**src/rtl/cmos_frame_capture.sv**
```systemverilog
// cmos_frame_capture: registers the camera bus, waits for an armed start-of-frame,
// forwards exactly one whole frame as a valid/ready stream and reports statistics.
module cmos_frame_capture #(
    parameter int DW               = 16,
    parameter int CW               = 20,
    parameter int LW               = 10,
    parameter bit VSYNC_ACTIVE_LOW = 1'b1
) (
    input  logic          clk,
    input  logic          rst,
    input  logic [DW-1:0] cmos_data_i,
    input  logic          cmos_vsync_i,
    input  logic          cmos_hsync_i,
    input  logic          cmos_valid_i,
    input  logic          arm_i,
    input  logic          abort_i,
    output logic [DW-1:0] m_data_o,
    output logic          m_valid_o,
    input  logic          m_ready_i,
    output logic          busy_o,
    output logic          done_o,
    output logic          overflow_o,
    output logic [CW-1:0] frame_pixels_o,
    output logic [LW-1:0] frame_lines_o,
    output logic [15:0]   drop_cnt_o
);

    typedef enum logic [1:0] {
        IDLE     = 2'd0,
        WAIT_SOF = 2'd1,
        CAPTURE  = 2'd2,
        DRAIN    = 2'd3
    } state_t;

    state_t        state_q;
    state_t        state_d;

    logic          vs_act_pin;
    logic [DW-1:0] s1_data;
    logic          s1_vs_act;
    logic          s1_hs;
    logic          s1_valid;
    logic          s2_vs_act;
    logic          s2_hs;

    logic          sof;
    logic          hedge;
    logic          accept;
    logic          start;
    logic          finish;
    logic          load;
    logic          drop;

    logic [DW-1:0] m_data_q;
    logic          m_valid_q;
    logic          busy_q;
    logic          done_q;
    logic          overflow_q;
    logic [CW-1:0] pix_cnt;
    logic [LW-1:0] line_cnt;
    logic [15:0]   drop_cnt;
    logic [CW-1:0] frame_pixels_q;
    logic [LW-1:0] frame_lines_q;

    assign vs_act_pin = VSYNC_ACTIVE_LOW ? ~cmos_vsync_i : cmos_vsync_i;
    assign sof        = s1_vs_act & ~s2_vs_act;
    assign hedge      = s1_hs & ~s2_hs;
    assign accept     = s1_valid & ~sof;

    // Two-stage input registers; vsync stages reset to active so a vsync already
    // asserted at reset is never mistaken for a start-of-frame.
    always_ff @(posedge clk) begin
        if (rst) begin
            s1_data   <= '0;
            s1_vs_act <= 1'b1;
            s1_hs     <= 1'b0;
            s1_valid  <= 1'b0;
            s2_vs_act <= 1'b1;
            s2_hs     <= 1'b0;
        end else begin
            s1_data   <= cmos_data_i;
            s1_vs_act <= vs_act_pin;
            s1_hs     <= cmos_hsync_i;
            s1_valid  <= cmos_valid_i;
            s2_vs_act <= s1_vs_act;
            s2_hs     <= s1_hs;
        end
    end

    // State register.
    always_ff @(posedge clk) begin
        if (rst) begin
            state_q <= IDLE;
        end else begin
            state_q <= state_d;
        end
    end

    // Next-state and per-cycle capture decisions; abort overrides everything.
    always_comb begin
        state_d = state_q;
        start   = 1'b0;
        finish  = 1'b0;
        load    = 1'b0;
        drop    = 1'b0;
        case (state_q)
            IDLE: begin
                if (arm_i) begin
                    state_d = WAIT_SOF;
                    start   = 1'b1;
                end
            end
            WAIT_SOF: begin
                if (sof) begin
                    state_d = CAPTURE;
                end
            end
            CAPTURE: begin
                if (accept) begin
                    if (!m_valid_q || m_ready_i) begin
                        load = 1'b1;
                    end else begin
                        drop = 1'b1;
                    end
                end
                if (sof) begin
                    state_d = DRAIN;
                end
            end
            DRAIN: begin
                if (!m_valid_q) begin
                    state_d = IDLE;
                    finish  = 1'b1;
                end
            end
            default: state_d = IDLE;
        endcase
        if (abort_i) begin
            state_d = IDLE;
            start   = 1'b0;
            finish  = 1'b0;
            load    = 1'b0;
            drop    = 1'b0;
        end
    end

    // Single-entry output register with valid/ready handshake.
    always_ff @(posedge clk) begin
        if (rst) begin
            m_valid_q <= 1'b0;
            m_data_q  <= '0;
        end else if (abort_i) begin
            m_valid_q <= 1'b0;
        end else if (load) begin
            m_valid_q <= 1'b1;
            m_data_q  <= s1_data;
        end else if (m_ready_i) begin
            m_valid_q <= 1'b0;
        end
    end

    // Per-capture counters, cleared when a capture is armed, all saturating.
    always_ff @(posedge clk) begin
        if (rst || start) begin
            pix_cnt    <= '0;
            line_cnt   <= '0;
            drop_cnt   <= '0;
            overflow_q <= 1'b0;
        end else if (state_q == CAPTURE && !abort_i) begin
            if (load && pix_cnt != {CW{1'b1}}) begin
                pix_cnt <= pix_cnt + CW'(1);
            end
            if (drop) begin
                overflow_q <= 1'b1;
                if (drop_cnt != 16'hFFFF) begin
                    drop_cnt <= drop_cnt + 16'd1;
                end
            end
            if (hedge && line_cnt != {LW{1'b1}}) begin
                line_cnt <= line_cnt + LW'(1);
            end
        end
    end

    // Completion pulse, busy flag and frame statistics latched on a clean finish.
    always_ff @(posedge clk) begin
        if (rst) begin
            done_q         <= 1'b0;
            busy_q         <= 1'b0;
            frame_pixels_q <= '0;
            frame_lines_q  <= '0;
        end else begin
            done_q <= finish;
            busy_q <= (state_d != IDLE);
            if (finish) begin
                frame_pixels_q <= pix_cnt;
                frame_lines_q  <= line_cnt;
            end
        end
    end

    assign m_data_o       = m_data_q;
    assign m_valid_o      = m_valid_q;
    assign busy_o         = busy_q;
    assign done_o         = done_q;
    assign overflow_o     = overflow_q;
    assign frame_pixels_o = frame_pixels_q;
    assign frame_lines_o  = frame_lines_q;
    assign drop_cnt_o     = drop_cnt;

endmodule

```
**config.mk**
```make
export PLATFORM = sky130hd
export DESIGN_NAME = cmos_frame_capture
export DESIGN_NICKNAME = d
export VERILOG_FILES = /design/src/rtl/cmos_frame_capture.sv
export SDC_FILE = /design/constraint.sdc
export NUM_CORES = 1
export LEC_CHECK = 0
export CAP_MARGIN = 25
export CORE_MARGIN = 2
export CORE_UTILIZATION = 47
export CTS_CLUSTER_DIAMETER = 200
export CTS_CLUSTER_SIZE = 25
export DETAILED_ROUTE_END_ITERATION = 8
export HOLD_SLACK_MARGIN = 0.05
export MAX_ROUTING_LAYER = met4
export PLACE_DENSITY = 0.79
export SLEW_MARGIN = 20
export SYNTH_ARGS = -nofsm -noshare
export SYNTH_HDL_FRONTEND = slang
export SYNTH_SLANG_ARGS = --single-unit
```
**constraint.sdc**
```tcl
create_clock -name clk -period 2 [get_ports clk]
set_input_delay 0.5 -clock clk [delete_from_list [all_inputs] [get_ports clk]]
set_output_delay 0.5 -clock clk [all_outputs]
set_load 0.02 [all_outputs]
```
**Word level (Yosys, flattened, before mapping)**

Cells that the tools add are included.

- Register bits: 119
- Input bits: 24
- Output and inout bits: 66

- Add/subtract/negate cells: 3
- Equal/unequal tests: 6
- Mux-type cells: 22
- Bitwise operators: 8
- Reductions and logical operators: 16

Operator list:

| kind | count |
|---|---|
| 20-bit by 1-bit adder with 20-bit output (second input constant) | 1 |
| 20-bit != test (second input constant) | 1 |
| 16-bit by 1-bit adder with 16-bit output (second input constant) | 1 |
| 1-bit two-way mux | 16 |
| 16-bit != test (second input constant) | 1 |
| 10-bit by 1-bit adder with 10-bit output (second input constant) | 1 |
| 2-bit two-way mux | 5 |
| 10-bit != test (second input constant) | 1 |
| 2-bit case mux with 4 select lines | 1 |
| 2-bit AND reduction | 4 |
| 1-bit NOT | 5 |
| 2-bit equality test (second input constant) | 2 |
| 2-bit nonzero test | 2 |
| 1-bit bitwise AND | 3 |
| 1-bit logical AND | 3 |
| 3-bit AND reduction | 1 |
| 2-bit by 1-bit equality test with 1-bit output (second input constant) | 1 |
| 1-bit zero test | 2 |
| 2-bit zero test | 1 |
| 1-bit logical OR | 2 |
| 2-bit OR reduction | 1 |

**Longest topological paths before layout**

- Depth after elaboration: 9
- Depth in mapped cells: 7
- Depth with buffers taken out: 6

**Least setup slack after synthesis**

Ideal clock, no wire load.

- Path kind: input to register
- From: in abort_i
- To: reg pix_cnt[12]
- Setup time: 0.128 ns
- Data arrival time: 1.938 ns
- Required time: 1.872 ns
- Setup slack: -0.065 ns
- Cell stages on the path: 6
- Buffers on the path: 1
- Path through: buf_6 -> or3b_1 -> or4_1 -> a211oi_2 -> xnor2_1 -> nor2_1

- Longest elaborated chain between the ends: 3

RTL lines:

| element | RTL line | RTL |
|---|---|---|
| start, declared | 16 | `input logic abort_i,` |
| 1-bit two-way mux / 1-bit zero test (equally long branches) | 138, 169 |  |
| 1-bit logical AND (on tied branches) | 170, 169 |  |
| 2-bit AND reduction (no source line) | - |  |
| end signal, assigned | 171 | `pix_cnt <= pix_cnt + CW'(1);` |
| end, declared | 59 | `logic [CW-1:0] pix_cnt;` |

Several ways; a longest one is shown, not always the timed one.
A chain may end at the register's enable or synchronous reset.

**Worst setup path in the final report**

- From: reg m_data_q[6] (netlist: m_data_o[6])
- To: out m_data_o[6]

RTL lines:

| element | RTL line | RTL |
|---|---|---|
| start, declared | 54 | `logic [DW-1:0] m_data_q;` |
| start signal, assigned | 156 | `m_data_q <= s1_data;` |
| end, declared | 17 | `output logic [DW-1:0] m_data_o,` |

No word-level cell between the ends.

==> out/results.tsv <==
metric	value	unit
status	completed	
Initial Util	48.57	%
CTS Sinks	119	
leading area contributor after synthesis	dfxtp_1	
FF+latch count, synth	119	
area of the multi-input gates	0.002307	mm^2
CP Class	reg -> out	
top_reg_cell synth	dfxtp_1	
via count	4347	
VDD IR-drop max	600.8	uV
vias in the first global route	4169	
measured slew at the worst slew-check pin	0.4457	ns
Cell Rows	36	
static leakage power	2.900	nW
Fillers	759	
first-pass iteration count of the detailed router	5	
slowest CP cell	clkdlybuf4s50_1	
Antenna diodes	0	
hold-fix buffers at CTS	0	
Max Cap Viol	0	
Mapped Area	0.004770	mm^2
core area	0.009819	mm^2
largest net degree at the start of global routing	46	
CP Data Arrival Time	1.48	ns
hold-critical path endpoint	done_o	
Slew HR	70.06	%
worst-path cell chain	clkdlybuf4s50_1	
Die Span Y	104.7	um
CP max FO	2	
Port Buf Inserts	89	
first-pass GRT wire length	19350	um
hold path start	abort_i	
RR Startpoint	s2_vs_act	
Async SR Flop Fraction	0	%
R2R depth	5	
I/O pin count	90	
clock skew	0.007548	ns
share of layout cells above drive strength 1	16.28	%
Total GRT Usage	22.24	%
Crit path max-delay family	buffers and inverters	
Final Cycle Share	99.06	%
Synth Instances	548	
pwr/cell area	819.3	mW/mm^2
Clock Tree Buf Depth	2	
Post-synth EDFFs	0	
crit path capture type	output port	
DIE AREA	0.01097	mm^2
Max stage delay on crit path	0.61	ns
drc violations	0	
startpoint type of the worst setup path	register	
DR WL/cell	14.60	um
FF/Latch Area	0.002385	mm^2
Syn Area/Cell	8.704	um^2
post-synthesis cell type count	58	
Antenna Violating Nets Remaining	0	
Hold WS	0.3743	ns
leading post-synthesis cells by cell area	dfxtp_1, nand2_1, a21oi_1	
final hold vios	0	
syn_nets	575	
CTS Buf Count	17	
CTS Root Cell	clkbuf_8	
Hold Path Stages	3	
Achievable Freq	504.8	MHz
Critical path buffers and inverters	1	
fin worst setup slack	0.01887	ns
die width	104.7	um
Yosys top cell area share	49.95	%
synth-to-layout area growth	42.89	%
clock-pin transition on the worst setup and hold timing paths	0.06	ns
Hold Crit Class	in -> reg	
worst skew pair latency	0.52	ns
Max Slew Vio Count	0	
RePlAce Congestion	0.9468	
Tmin final	1.981	ns
Post-Place Setup Slack	-0.4644	ns
# nets final	708	
DR vias/cell	5.256	
GRT overflow	0	
Routed WL	12070	um
Crit path depth	1	
Worst EP required	1.50	ns
r2r setup slk	0.08	ns
DP HPWL	7976	um
yosys warns	0	
H-tree levels	4	
final setup violation count	0	
initial drt markers	190	
sequential area share after synthesis	49.95	%
final design utilization	69.41	%
CTS tree	yes	
initial antenna violation count	0	
Reg-to-Reg End	drop_cnt_o[15]	
-- metrics by stage --
stage	instance area (um^2)	cells	setup TNS [ns]	power (mW)
global route	6815	827	-0.05613	5.735
finish	6815	827	0	5.584
floorplan	4795	548	-0.1576	2.528
CTS	6679	824	0	5.623
detailed placement	6115	792	-14.64	2.616
global placement	6115	792	-12.68	2.612
-- cells in the mapped netlist, types with 2 or more instances --
master	instances
dfxtp_1	119
nand2_1	113
a21oi_1	59
nor2_1	42
clkbuf_1	21
xnor2_1	21
nor2b_1	20
nand4_1	14
nand3_1	11
nor3_1	9
nor4_1	8
or3_1	8
inv_1	7
o21ai_0	6
xor2_1	6
and3_1	5
mux2i_1	5
nand2b_1	5
or2_2	5
a31oi_1	4
a211oi_1	3
a41o_1	3
and2_1	3
buf_2	3
buf_6	3
ha_1	3
or4_1	3
a21o_1	2
a31o_2	2
and4_1	2
nand3_2	2
nor3b_1	2
nor4b_1	2
o211ai_1	2
or4b_1	2
-- routing by layer --
metal / wire length [um] / track usage [%] / vias to the layer above
li1: - / - / 2154
met1: 5255 / 26.32 / 2031
met2: 5947 / 35.67 / 134
met3: 560 / 5.490 / 28
met4: 308 / 10.29 / 0
met5: 0 / - / -
-- state kept, by name, summed over array words and instances (netlist names), 2 cells and up --
name and cells:
frame_pixels_o 20, pix_cnt 20, drop_cnt_o 16, m_data_o 16, s1_data 16, frame_lines_o 10
line_cnt 10, state_q 2
-- area by class of cell --
| type | count | area share, % |
|---|---|---|
| Sequential cell | 119 | 34.99 |
| Multi-Input combinational cell | 394 | 33.85 |
| Timing Repair Buffer | 142 | 19.64 |
| Clock buffer | 18 | 6.279 |
| Tap cell | 133 | 2.442 |
| Clock inverter | 14 | 2.405 |
| Inverter | 7 | 0.3855 |
-- layout by cell type (no fill, tap or decap), types with 20 or more instances in the layout --
cell type,n
clkdlybuf4s50_1,46
buf_4,50
dlymetal6s2s_1,20
a21oi_1,59
nor2b_1,20
dfxtp_1,117
dlygate4sd2_1,22
xnor2_1,21
nor2_1,41
nand2_1,113
-- where the power goes --
part,switching (mW),internal (mW)
logic,0.0776,0.0869
registers,0.00870,2.40
clock network,1.18,1.84
-- cell families (layout without fill, tap and decap cells) --
group | Yosys count | after routing | synth area share, %
AOI/OAI and AO/OA | 92 | 92 | 11.96
adders and majority gates | 3 | 3 | 0.7871
DFF | 119 | 119 | 49.95
muxes | 5 | 5 | 1.049
buffers and inverters | 35 | 181 | 3.305
and+or+nand+nor | 267 | 267 | 27.99
xor gates and xnor gates | 27 | 27 | 4.958
-- worst max-delay path by stage --
stage                                   from            endpoint
after floorplan                      abort_i      drop_cnt_o[15]
after global placement               abort_i      drop_cnt_o[15]
after detailed placement             abort_i         pix_cnt[12]
after CTS                 frame_pixels_o[18]  frame_pixels_o[18]
after global routing           drop_cnt_o[1]      drop_cnt_o[14]
final                            m_data_o[6]         m_data_o[6]
-- repair_timing --
item,CTS,global route
endpoints found under the setup margin,22,31
pin swaps,0,4
setup buffers,0,3
gates resized for setup,22,32
Power figures use the tool's default switching activity.
